## src/rtl/mem_arbiter.sv

```systemverilog
// ============================================================================
// Module   : mem_arbiter
// Purpose  : Shares one single-port data RAM between instruction fetch (port 0)
//            and load/store (port 1); one access per cycle, registered read
//            data, saturating contention counter.
// Options  : MEM_ARB_RR_EN defined -> round-robin, undefined -> port 1 priority
// Revision : 1.0 - initial release
// ============================================================================
`default_nettype none

module mem_arbiter #(
    parameter int DATA_WIDTH = 32,
    parameter int ADDR_WIDTH = 6,
    parameter int CNT_WIDTH  = 16
) (
    input  logic                  i_clk,
    input  logic                  i_rst,

    input  logic                  i_p0_req,
    input  logic                  i_p0_we,
    input  logic [ADDR_WIDTH-1:0] i_p0_addr,
    input  logic [DATA_WIDTH-1:0] i_p0_wdata,
    output logic                  o_p0_gnt,
    output logic                  o_p0_rvalid,
    output logic [DATA_WIDTH-1:0] o_p0_rdata,

    input  logic                  i_p1_req,
    input  logic                  i_p1_we,
    input  logic [ADDR_WIDTH-1:0] i_p1_addr,
    input  logic [DATA_WIDTH-1:0] i_p1_wdata,
    output logic                  o_p1_gnt,
    output logic                  o_p1_rvalid,
    output logic [DATA_WIDTH-1:0] o_p1_rdata,

    output logic [ADDR_WIDTH-1:0] o_ram_addr,
    output logic [DATA_WIDTH-1:0] o_ram_data,
    output logic                  o_ram_we,
    input  logic [DATA_WIDTH-1:0] i_ram_data,

    output logic [CNT_WIDTH-1:0]  o_conflicts
);

    localparam logic [CNT_WIDTH-1:0] C_CNT_MAX = '1;

    logic                  w_gnt0;
    logic                  w_gnt1;
    logic                  w_both;
    logic                  r_p0_rvalid;
    logic                  r_p1_rvalid;
    logic [DATA_WIDTH-1:0] r_p0_rdata;
    logic [DATA_WIDTH-1:0] r_p1_rdata;
    logic [CNT_WIDTH-1:0]  r_conflicts;

    assign w_both = i_p0_req & i_p1_req;

`ifdef MEM_ARB_RR_EN
    // 1 = port 1 won the most recent grant, so port 0 wins the next contention
    logic r_last;

    always_comb begin
        w_gnt0 = 1'b0;
        w_gnt1 = 1'b0;
        if (!i_rst) begin
            w_gnt0 = i_p0_req & (~i_p1_req | r_last);
            w_gnt1 = i_p1_req & (~i_p0_req | ~r_last);
        end
    end

    always_ff @(posedge i_clk) begin
        if (i_rst) begin
            r_last <= 1'b1;
        end else if (w_gnt0 | w_gnt1) begin
            r_last <= w_gnt1;
        end
    end
`else
    always_comb begin
        w_gnt0 = 1'b0;
        w_gnt1 = 1'b0;
        if (!i_rst) begin
            w_gnt1 = i_p1_req;
            w_gnt0 = i_p0_req & ~i_p1_req;
        end
    end
`endif

    // RAM lines are forced to zero whenever nobody is granted
    always_comb begin
        o_ram_addr = '0;
        o_ram_data = '0;
        o_ram_we   = 1'b0;
        if (w_gnt1) begin
            o_ram_addr = i_p1_addr;
            o_ram_data = i_p1_wdata;
            o_ram_we   = i_p1_we;
        end else if (w_gnt0) begin
            o_ram_addr = i_p0_addr;
            o_ram_data = i_p0_wdata;
            o_ram_we   = i_p0_we;
        end
    end

    always_ff @(posedge i_clk) begin
        if (i_rst) begin
            r_p0_rvalid <= 1'b0;
            r_p1_rvalid <= 1'b0;
            r_p0_rdata  <= '0;
            r_p1_rdata  <= '0;
        end else begin
            r_p0_rvalid <= w_gnt0 & ~i_p0_we;
            r_p1_rvalid <= w_gnt1 & ~i_p1_we;
            if (w_gnt0 && !i_p0_we) begin
                r_p0_rdata <= i_ram_data;
            end
            if (w_gnt1 && !i_p1_we) begin
                r_p1_rdata <= i_ram_data;
            end
        end
    end

    always_ff @(posedge i_clk) begin
        if (i_rst) begin
            r_conflicts <= '0;
        end else if (w_both && (r_conflicts != C_CNT_MAX)) begin
            r_conflicts <= r_conflicts + 1'b1;
        end
    end

    assign o_p0_gnt    = w_gnt0;
    assign o_p1_gnt    = w_gnt1;
    assign o_p0_rvalid = r_p0_rvalid;
    assign o_p1_rvalid = r_p1_rvalid;
    assign o_p0_rdata  = r_p0_rdata;
    assign o_p1_rdata  = r_p1_rdata;
    assign o_conflicts = r_conflicts;

endmodule

`default_nettype wire

```

## config.mk

```make
export PLATFORM = sky130hd
export DESIGN_NAME = mem_arbiter
export DESIGN_NICKNAME = d
export VERILOG_FILES = /design/src/rtl/mem_arbiter.sv
export SDC_FILE = /design/constraint.sdc
export NUM_CORES = 1
export LEC_CHECK = 0
export BUFFER_PORTS_ARGS = -buffer_cell sky130_fd_sc_hd__buf_2
export CORE_AREA = 2 2 92 94
export DETAILED_ROUTE_END_ITERATION = 10
export DIE_AREA = 0 0 94 96
export GPL_ROUTABILITY_DRIVEN = 0
export PLACE_DENSITY = 0.87
export SYNTH_ARGS = -nofsm -noshare
export SYNTH_HDL_FRONTEND = slang
export SYNTH_SLANG_ARGS = --single-unit
```

## constraint.sdc

```tcl
create_clock -name i_clk -period 3.9 [get_ports i_clk]
set_input_delay 0 -clock i_clk [delete_from_list [all_inputs] [get_ports i_clk]]
set_output_delay 0 -clock i_clk [all_outputs]
set_load 0.01 [all_outputs]
```

==> results by group, run 1 <==
Status
  – Outcome: finished, final reports clean

Global route
  – Overflow left after global routing: 0
  – Gr usage total: between 20% and 30%
  – Initial antenna violation count: 0
  – First-pass GRT wire length: just under 20 mm
  – Vias in the first global route: between 4000 and 5000
  – Largest net degree at the start of global routing: 84

Synth
  – Fraction of registers with async set/reset: 0%
  – Yosys top cell by area: dfxtp_1
  – Mux contribution to synthesized area: less than 1%
  – Complex-gate fraction of the synthesized area: between 20% and 30%
  – Post-synth EDFFs: 0
  – Top cell type's share of synthesized area: between 40% and 50%
  – Post-Synth Simple-Gate Area: 25.1%
  – Seq cells post-synth: ~80
  – Post-Syn Instances: 434
  – Largest family of logic cells by synthesized area: simple AND/OR/NAND/NOR gates
  – Post-synth net total: 549
  – YS warnings: 0
  – Post-synthesis sequential area ratio: ~46%
  – Syn Area/Cell: about 8.1 µm²
  – Distinct cells, synth: 32
  – Synthesized area: 3530 µm²
  – Area share of xor/xnor cells in the synthesized design: 0%
  – Post-Synth Adder-Cell Area: 0.354%
  – Top post-synthesis cells by area: dfxtp_1 46%, nand2_1 11%, a22o_1 9.7%, a21oi_1 6.2%, nand2b_1 6.2%
  – Ys flop type: dfxtp_1

Clock network
  – Clk slew on worst S/H paths: 80 ps
  – Worst-Skew Late Latency: 330 ps
  – CTS sink cnt: 82
  – Htree depth: 3
  – Root Driver: clkbuf_8
  – CTS tree: built
  – Cts bufs inserted: 9
  – Bufs on Longest Clock Path: 2

Finish
  – Area Overhead vs Synth: 50.1%
  – Sequential cell area: 1640 µm²
  – Design area: 5300 µm²
  – # nets final: about 800
  – Area of the multi-input gates: around 1800 µm²
  – Most common cell after layout, fill and taps aside: buf_2
  – N_diodes: 0
  – Most frequent cells in the layout: 236 x buf_2, 102 x nand2_1, 82 x dfxtp_1
  – Fillers: 668
  – Layout cell share with drive strength beyond 1: 38.1%

Place
  – Placed Area: approximately 4800 µm²
  – Port buffer count: roughly 240
  – DP Wirelength: around 9.3 mm
  – Setup WS pre-CTS: about 1800 ps

Die
  – CORE AREA: 8050 µm²
  – Starting Density: 43.9%
  – Die W: about 94 µm
  – Die Span Y: approximately 96 µm
  – Boundary Pins: approximately 240
  – # rows: 33
  – Die ar.: around 9000 µm²

Power
  – PwrDens: between 300 and 400 nW/µm²
  – P_leak: ~0.0025 µW
  – Peak VDD IR: between 0.0002 and 0.00025 V
  – Final Power: ~1800 µW

STA
  – Max frequency: ~530 MHz
  – Period utilization: between 40% and 50%
  – Slew @ Worst Pin: 1220 ps
  – Clock Skews: between 6 and 7 ps
  – Final WS setup: roughly 2000 ps
  – RSZ-0062 raised after global routing: no
  – Tmin final: 1880 ps
  – Final Hold Viols: 0
  – Hold_ws: 74.8 ps
  – Relative slew slack: a little under a fifth
  – Fin. max-slew vios: 0
  – Setup violators final: 0
  – Final TNS setup: 0 ps

Setup path
  – CP Max Fanout: 9
  – R2r endpoint: o_conflicts[9]
  – CP Launch Point: o_conflicts[0]
  – Worst setup SP type: register
  – CP arrival: around 2100 ps
  – Reg2reg path depth: 4
  – Crit path capture type: register
  – Reg2reg setup slack: around 2000 ps
  – Critical Path RT: between 4000 and 5000 ps
  – Reg2reg start: o_conflicts[0]
  – Setup Crit Path Kind: reg -> reg

Worst hold path
  – Hold endpoint: o_conflicts[1]
  – WHS Path Cells: 4
  – Worst Hold Class: in -> reg
  – Worst Hold Launch: i_p0_req

Route
  – Vias per inst: around 5.3
  – DRC errors left: 0
  – Drt pass-1 iters: 4
  – Post-DR wirelength/cell: between 15 and 20 µm
  – Via count: 4201
  – Initial DRC Count: between 150 and 200
  – Antenna Nets Post-Route: 0
  – Routed WL: 12.8 mm

Run
  – Max cap viols: 0
## cell usage after synthesis (all sizes together) (2+ instances only)
cell type	number
and3	2
nand3	5
buf	7
nand2b	35
and4	2
o31ai	6
dfxtp	82
a22o	39
a21oi	44
nor2	8
nand4	6
clkbuf	27
nor3	4
or3	6
nor2b	3
o21ai	37
or4	6
nand2	102
inv	3
o211ai	2
## stage by stage
| step | util [%] | instances |
|---|---|---|
| global placement | 59.1 | 745 |
| floorplan | - | 434 |
| CTS | 65.8 | 793 |
| detailed placement | 59.1 | 745 |
| finish | 65.8 | 793 |
| global route | 65.8 | 793 |
## flip-flops by register name, summed over array words and instances, names as in the netlist
| signal | count |
|---|---|
| o_p0_rdata | 32 |
| o_p0_rvalid | 1 |
| o_p1_rdata | 32 |
| o_p1_rvalid | 1 |
| o_conflicts | 16 |
## worst max path at each step
stage | depth (start not counted) | slack [ps] | to
after floorplan | 6 | 2170 | o_conflicts[14]
after global placement | 5 | 1870 | o_p1_rdata[0]
after detailed placement | 5 | 1790 | o_p1_rdata[1]
after CTS | 4 | 2030 | o_conflicts[9]
after global routing | 4 | 1850 | o_conflicts[0]
final | 4 | 2020 | o_conflicts[9]
## critical path, stage by stage (launching register included)
cell and delay [ps]:
dfxtp_1 420, nand4_2 180, or3_1 490, or4_1 530
a21oi_1 170
## cell type report
cell class | count | share of cell area [%]
inverters | 3 | 0.212
flip-flops and latches | 82 | 31.0
repair buffers | 272 | 28.9
multi-input cells | 315 | 33.2
clock buffers | 9 | 2.34
clock inverters | 7 | 1.91
well taps | 105 | 2.48
## cell families (layout without fill, tap and decap cells)
family | Yosys count | count (layout)
flip-flops | 82 | 82
AO/OA/AOI/OAI | 130 | 130
multiplexers | 2 | 2
AND/OR/NAND/NOR | 182 | 182
adder cells (fa/ha/maj) | 1 | 1
buffers and inverters | 37 | 291
## power breakdown
group	internal [µW]	leakage [µW]	switching [µW]
Sequential	863	0.000666	15.3
Clock	367	0.000112	319
Combinational	136	0.00172	141
Total	1370	0.00250	476
## routing by layer
metal,global-route usage (%),wire [µm],up-vias
li1,-,-,2008
met1,32.1,4910,1961
met4,11.6,306,0
met2,47.9,6320,201
met3,10.1,1260,31
met5,0,0,-
## timing repair
item / 4_1_cts / 5_1_grt
setup buffers: 0 / 0
hold endpoints to repair: 64 / 0
hold buffers: 32 / 0
resized for setup: 0 / 0
(Power assumes the default switching activity.)
==> run 2, diff against run 1 <==
Settings changed: ABC_AREA set to 1, CORE_AREA 2 2 92 94 to not set, CORE_UTILIZATION set to 38, DIE_AREA 0 0 94 96 to not set, PLACE_DENSITY 0.87 to 0.79.
Clock period 3.9 ns to 1.5 ns, I/O delays scaled along.
==> run 2 against run 1 <==
Wire length is 2.5% higher. Largest power group unchanged. Global-route usage shrank 2.6 points. Combinational power rose to 2.7 times the previous value. Worst hold slack improved by 13 ps. Clock power increased by 120%. Largest cell class unchanged. Sequential power rose to 2.6 times the previous value. Critical path depth is 4 higher. Synthesized cell count is 12% higher. Fmax increased by 35%.
==> results by group, run 2 <==
Status
  – Outcome: finished, final reports clean

Setup path
  – CP max stage delay: 350 ps (-180 ps)
  – Critical Path RT: 1760 ps (-2400 ps)
  – CP arrival: 1650 ps (-490 ps)
  – Critical Path, Cell by Cell: ha_1 -> inv_1 -> nor2_1 -> nand4_1 -> buf_4 -> nand3_1 -> nand2_1 -> nor2_1
  – Worst path most repeated cell: nor2_1
  – CP max stage cell: dfxtp_2
  – Worst setup SP type: register
  – Setup Crit Path Kind: reg -> reg
  – CP Max Fanout: 20 (+11)
  – Crit path capture type: register

Global route
  – Initial antenna violation count: 1 (+1)
  – Gr usage total: 25.5% (-2.6 points)
  – Vias in the first global route: 4093 (-0.85%)
  – Largest net degree at the start of global routing: 66 (-21%)
  – Overflow left after global routing: 0 (unchanged)
  – First-pass GRT wire length: 19.8 mm (-0.14%)

Clock network
  – Bufs on Longest Clock Path: 2 (unchanged)
  – Worst-Skew Late Latency: 350 ps (+20 ps)
  – Number of post-CTS setup repair buffers: 0 (unchanged)
  – CTS sink cnt: 82 (unchanged)
  – Cts bufs inserted: 9 (unchanged)
  – Root Driver: clkbuf_8
  – Clk slew on worst S/H paths: 90 ps (about the same)
  – Htree depth: 3 (unchanged)
  – CTS tree: built

Die
  – Starting Density: 39.2% (-4.7 points)
  – Die W: 99.6 µm (+6.0%)
  – Die ar.: 9930 µm² (+10%)
  – Boundary Pins: 237 (unchanged)
  – CORE AREA: 9240 µm² (+15%)
  – # rows: 35 (+6.1%)
  – Die Span Y: 99.6 µm (+3.8%)

Place
  – DP Wirelength: 9.16 mm (-1.3%)
  – Placed insts: 826 (+11%)
  – Port buffer count: 236 (unchanged)

STA
  – Slew @ Worst Pin: 481 ps (-737 ps)
  – Setup violators final: 0 (unchanged)
  – Max frequency: 716 MHz (+35%)
  – Period utilization: 93.2% (+45 points)
  – Clock Skews: 7.73 ps (+1.11 ps)
  – Final Hold Viols: 0 (unchanged)
  – Fin. max-slew vios: 0 (unchanged)
  – Tmin final: 1400 ps (-484 ps)
  – Relative slew slack: 67.9% (+49 points)

Route
  – Post-DR wirelength/cell: 15.0 µm (-7.2%)
  – DRC errors left: 0 (unchanged)
  – Antenna Nets Post-Route: 0 (unchanged)
  – Initial DRC Count: 189 (-2.6%)
  – Routed WL: 13.1 mm (+2.5%)
  – Via count: 4323 (+2.9%)
  – Drt pass-1 iters: 5 (+1)
  – Vias per inst: 4.93 (-6.8%)

Power
  – P_leak: 0.00264 µW (+5.6%)
  – Peak VDD IR: 0.000675 V (+200%)
  – Final Power: 4540 µW (+150%)
  – PwrDens: 845 nW/µm² (+140%)

Synth
  – Commonest cells post-synth: 168 x nand2_1, 82 x dfxtp_1, 43 x a21oi_1
  – Most frequent cell after synthesis: nand2_1
  – Top post-synthesis cells by area: dfxtp_1 45%, nand2_1 17%, a22o_1 9.2%, a21oi_1 5.9%, nor2_1 4.0%
  – Ys flop type: dfxtp_1
  – Top cell type's share of synthesized area: 45.3% (-1.2 points)
  – Synthesized area: 3620 µm² (+2.6%)
  – Seq cells post-synth: 82 (unchanged)
  – Post-synth net total: 599 (+9.1%)
  – Yosys top cell by area: dfxtp_1
  – YS warnings: 0 (unchanged)
  – Syn Area/Cell: 7.48 µm² (-8.0%)
  – Post-synthesis sequential area ratio: 45.3% (-1.2 points)
  – Post-synth EDFFs: 0 (unchanged)
  – Fraction of registers with async set/reset: 0% (unchanged)
  – Post-Syn Instances: 484 (+12%)
  – Distinct cells, synth: 23 (-28%)

Finish
  – Count of non-filler cells in the finished layout: 876 (+10%)
  – Most frequent cells in the layout: 236 x buf_2, 168 x nand2_1, 80 x dfxtp_1
  – Layout cell share with drive strength beyond 1: 37.3% (-0.77 points)
  – Area Overhead vs Synth: 48.3%
  – # nets final: 855 (+7.1%)
  – Fillers: 833 (+25%)
  – Most common cell after layout, fill and taps aside: buf_2

Worst hold path
  – Worst Hold Class: in -> reg

Run
  – Max cap viols: 0 (unchanged)
run 2: final timing paths:
path	from	to	slack (ps)	cells after the start
worst min-delay path	i_rst	o_conflicts[10]	90	4
worst max register to register	o_conflicts[0]	o_conflicts[11]	100	8
worst max-delay path	o_conflicts[0]	o_conflicts[11]	100	8
worst min register to register	o_p0_rdata[4]	o_p0_rdata[4]	470	2
run 2: worst max-delay path, delay by kind of cell, from the launching register on:
kind | cells | cell delay (ps)
flip-flops | 1 | 350
adder cells (fa/ha/maj) | 1 | 190
buffers and inverters | 2 | 350
AND/OR/NAND/NOR | 5 | 420
run 2: layer usage:
layer,part of all wire [%],global-route usage (%),vias up,wire length [µm]
met1,39,28.0,1952,5130
met3,7.4,6.25,41,966
li1,-,-,2107,-
met4,3.9,13.2,0,512
met5,0,0,-,0
met2,50,45.4,223,6510
run 2: cells by family after synthesis:
group / count (synthesis) / synth area share (%)
DFF: 82 / 45.3
adders and majority gates: 1 / 0.345
and+or+nand+nor: 237 / 27.0
buffers and inverters: 49 / 7.32
AOI/OAI and AO/OA: 115 / 20.0
run 2: what timing repair did:
item / CTS / global route
endpoints found under the hold margin: 64 / 0
resized for setup: 0 / 4
hold buffers: 32 / 0
endpoints found under the setup margin: 0 / 13
run 2: where the power goes:
| part | total, µW | internal (µW) | switching [µW] |
|---|---|---|---|
| Combinational | 737 | 351 | 386 |
| Clock | 1520 | 630 | 887 |
| Sequential | 2280 | 2250 | 38.2 |
| Total | 4540 | 3230 | 1310 |
run 2: area by class of cell:
type	instances	area, µm²	share of cell area, %
Clock inverter	7	61.3	1.14
Multi-Input combinational cell	353	1730	32.2
Clock buffer	9	124	2.31
Antenna cell	2	5.00	0.0932
Sequential cell	82	1640	30.6
Timing Repair Buffer	277	1580	29.4
Inverter	17	66.3	1.23
Tap cell	129	161	3.00
run 2: per-stage QoR:
step                hold WS [ps]  setup slack, ps  TNS [ps]  utilization [%]  cell area (µm²)
detailed placement           223              108         0             52.5             4850
global route                92.0            -2.60     -2.60             58.1             5370
CTS                         78.4             92.5         0             58.0             5360
global placement             212              154         0             52.5             4850
finish                      87.5              102         0             58.1             5370
floorplan                    113              161         0                -             3620
==> run 3, diff against run 2 <==
Settings changed: ABC_AREA 1 to not set, PLACE_DENSITY 0.79 to 0.8.
==> run 3 against run 2 <==
The run now ends with design-rule violations, negative setup slack left. Final area grew 5.4%. Fmax shrank 12%. Flip-flop and latch count is the same. Wire length shrank 2.1%. Via count shrank 2.1%. Count of clock-buffer cells in the layout is the same. Clock power is essentially flat. Worst setup slack lost 180 ps.
==> results by group, run 3 (synthesis results as in run 1) <==
Status
  – Outcome: complete, but fails checks
  – Failing checks: design-rule violations, negative setup slack

Route
  – Antenna Nets Post-Route: 0 (unchanged)
  – Vias per inst: 5.09 (+3.1%)
  – Via count: 4233 (-2.1%)
  – Initial DRC Count: 179 (-5.3%)
  – DRC errors left: 5 (+5)
  – Drt pass-1 iters: 7 (+2)
  – Post-DR wirelength/cell: 15.4 µm (+3.1%)
  – Routed WL: 12.8 mm (-2.1%)

Worst hold path
  – Worst Hold Class: in -> reg

Setup path
  – CP arrival: 1850 ps (+200 ps)
  – CP max stage cell: or4_1
  – Worst setup SP type: register
  – Critical Path RT: 1770 ps (about the same)
  – CP Max Fanout: 5 (-75%)
  – Critical Path, Cell by Cell: nand4_1 -> or3_4 -> or4_1 -> a21oi_1
  – CP max stage delay: 480 ps (+130 ps)
  – Setup Crit Path Kind: reg -> reg
  – Crit path capture type: register

Clock network
  – Clk slew on worst S/H paths: 90 ps (about the same)
  – CTS tree: built
  – CTS sink cnt: 82 (unchanged)
  – Worst-Skew Late Latency: 340 ps (about the same)
  – Cts bufs inserted: 9 (unchanged)
  – Htree depth: 3 (unchanged)
  – Bufs on Longest Clock Path: 2 (unchanged)
  – Root Driver: clkbuf_8

STA
  – Setup violators final: 5 (+5)
  – Tmin final: 1580 ps (+183 ps)
  – Final TNS setup: -289 ps (-289 ps)
  – Final WS setup: -80.2 ps (-183 ps)
  – RSZ-0062 raised after global routing: yes
  – Fin. max-slew vios: 0 (unchanged)
  – Hold_ws: 17.7 ps (-69.8 ps)
  – Max frequency: 633 MHz (-12%)
  – Relative slew slack: 74.4% (+6.6 points)
  – Period utilization: 105% (+12 points)
  – Slew @ Worst Pin: 381 ps (-101 ps)
  – Final Hold Viols: 0 (unchanged)
  – Clock Skews: 9.53 ps (+1.79 ps)

Power
  – Sw frac: 28.4% (-0.49 points)
  – Logic gate share of total power: 16.5% (+0.3 points)
  – PwrDens: 800 nW/µm² (-5.3%)
  – P_leak: 0.00267 µW (+1.2%)
  – Internal power: 3240 µW (+0.50%)
  – Net switching power: 1290 µW (-1.9%)
  – Reg power frac: 50.2% (about the same)
  – Power share of the clock group: 33.3% (about the same)
  – Peak VDD IR: 0.000444 V (-34%)

Finish
  – Fillers: 736 (-12%)
  – # nets final: 833 (-2.6%)
  – Area Overhead vs Synth: 60.3%
  – Final Util: 64.0% (+5.8 points)
  – Layout cell share with drive strength beyond 1: 45.1% (+7.8 points)
  – Count of non-filler cells in the finished layout: 832 (-5.0%)
  – Most frequent cells in the layout: 236 x buf_2, 102 x nand2_1, 67 x dfxtp_1
  – Most common cell after layout, fill and taps aside: buf_2

Die
  – Boundary Pins: 237 (unchanged)
  – Die W: 98.4 µm (-1.2%)
  – CORE AREA: 8850 µm² (-4.2%)
  – Die Span Y: 98.4 µm (-1.2%)
  – Die ar.: 9680 µm² (-2.4%)
  – Starting Density: 39.9% (+0.72 points)
  – # rows: 34 (-2.9%)

Place
  – Port buffer count: 236 (unchanged)
  – DP Wirelength: 9.47 mm (+3.4%)
  – Placed insts: 779 (-5.7%)
  – Setup WS pre-CTS: -174 ps (-282 ps)

Global route
  – Gr usage total: 25.8% (+0.35 points)
  – Initial antenna violation count: 1 (unchanged)
  – Overflow left after global routing: 0 (unchanged)
  – Vias in the first global route: 4101 (+0.20%)
  – Largest net degree at the start of global routing: 54 (-18%)
  – First-pass GRT wire length: 19.8 mm (about the same)

Run
  – Max cap viols: 0 (unchanged)
==> run 3: cell types whose count changed in the layout (fill, tap and decap cells not counted), moves of 6 or more <==
cell	change
nand2_1	-66
nand2b_1	+35
nor2_1	-32
buf_4	+29
o21ai_1	+18
o21ai_0	-14
dfxtp_1	-13
inv_1	-13
nand3_1	-12
dfxtp_2	+7
dfxtp_4	+6
==> run 3: path summary, 6_finish.rpt <==
check,cells after the start,slack [ps],start,end
min,2,20,i_rst,o_p0_rdata[27]
max,4,-80,o_conflicts[2],o_conflicts[9]
max reg2reg,4,-80,o_conflicts[2],o_conflicts[9]
min reg2reg,2,450,o_p0_rdata[0],o_p0_rdata[0]
==> run 3: metrics by stage <==
step           power [µW]  area [µm²]
2_1_floorplan        2620        3580
5_1_grt              4720        5660
3_5_place_dp         2990        5050
6_report             4530        5660
3_3_place_gp         2980        5050
4_1_cts              4550        5620
==> run 3: what timing repair did <==
action / in CTS / in global routing
buffers inserted: 3 / 0
hold endpoints to repair: 64 / 0
gates cloned: 1 / 0
resized for setup: 8 / 10
setup endpoints to repair: 12 / 14
hold buffers: 32 / 0
pin swaps: 13 / 3
==> run 3: cell type report <==
| cell class | instances | area (µm²) | area share, % |
|---|---|---|---|
| inverters | 3 | 11.3 | 0.199 |
| repair buffers | 306 | 1800 | 31.8 |
| well taps | 108 | 135 | 2.39 |
| clock inverters | 7 | 58.8 | 1.04 |
| clock buffers | 9 | 124 | 2.19 |
| diodes | 1 | 2.50 | 0.0442 |
| multi-input cells | 316 | 1850 | 32.8 |
| flip-flops and latches | 82 | 1680 | 29.6 |
==> run 3: layer usage <==
layer	track usage [%]	part of all wire [%]
met1	28.8	39
met2	46.5	51
met3	4.75	5.8
met4	14.2	4.2
met5	0	0
==> run 3: worst max-delay path, delay by kind of cell (launching register included) <==
family             cells  cell delay [ps]
DFF                    1              350
AOI/OAI and AO/OA      1              130
and+or+nand+nor        3             1020
==> run 3: power by group through the flow <==
stage | registers, µW | logic, µW | clock network [µW]
4_1_cts | 2270 | 741 | 1540
5_1_grt | 2280 | 803 | 1630
3_5_place_dp | 2320 | 672 | 0
2_1_floorplan | 2360 | 259 | 0
3_3_place_gp | 2320 | 660 | 0
6_report | 2270 | 746 | 1510
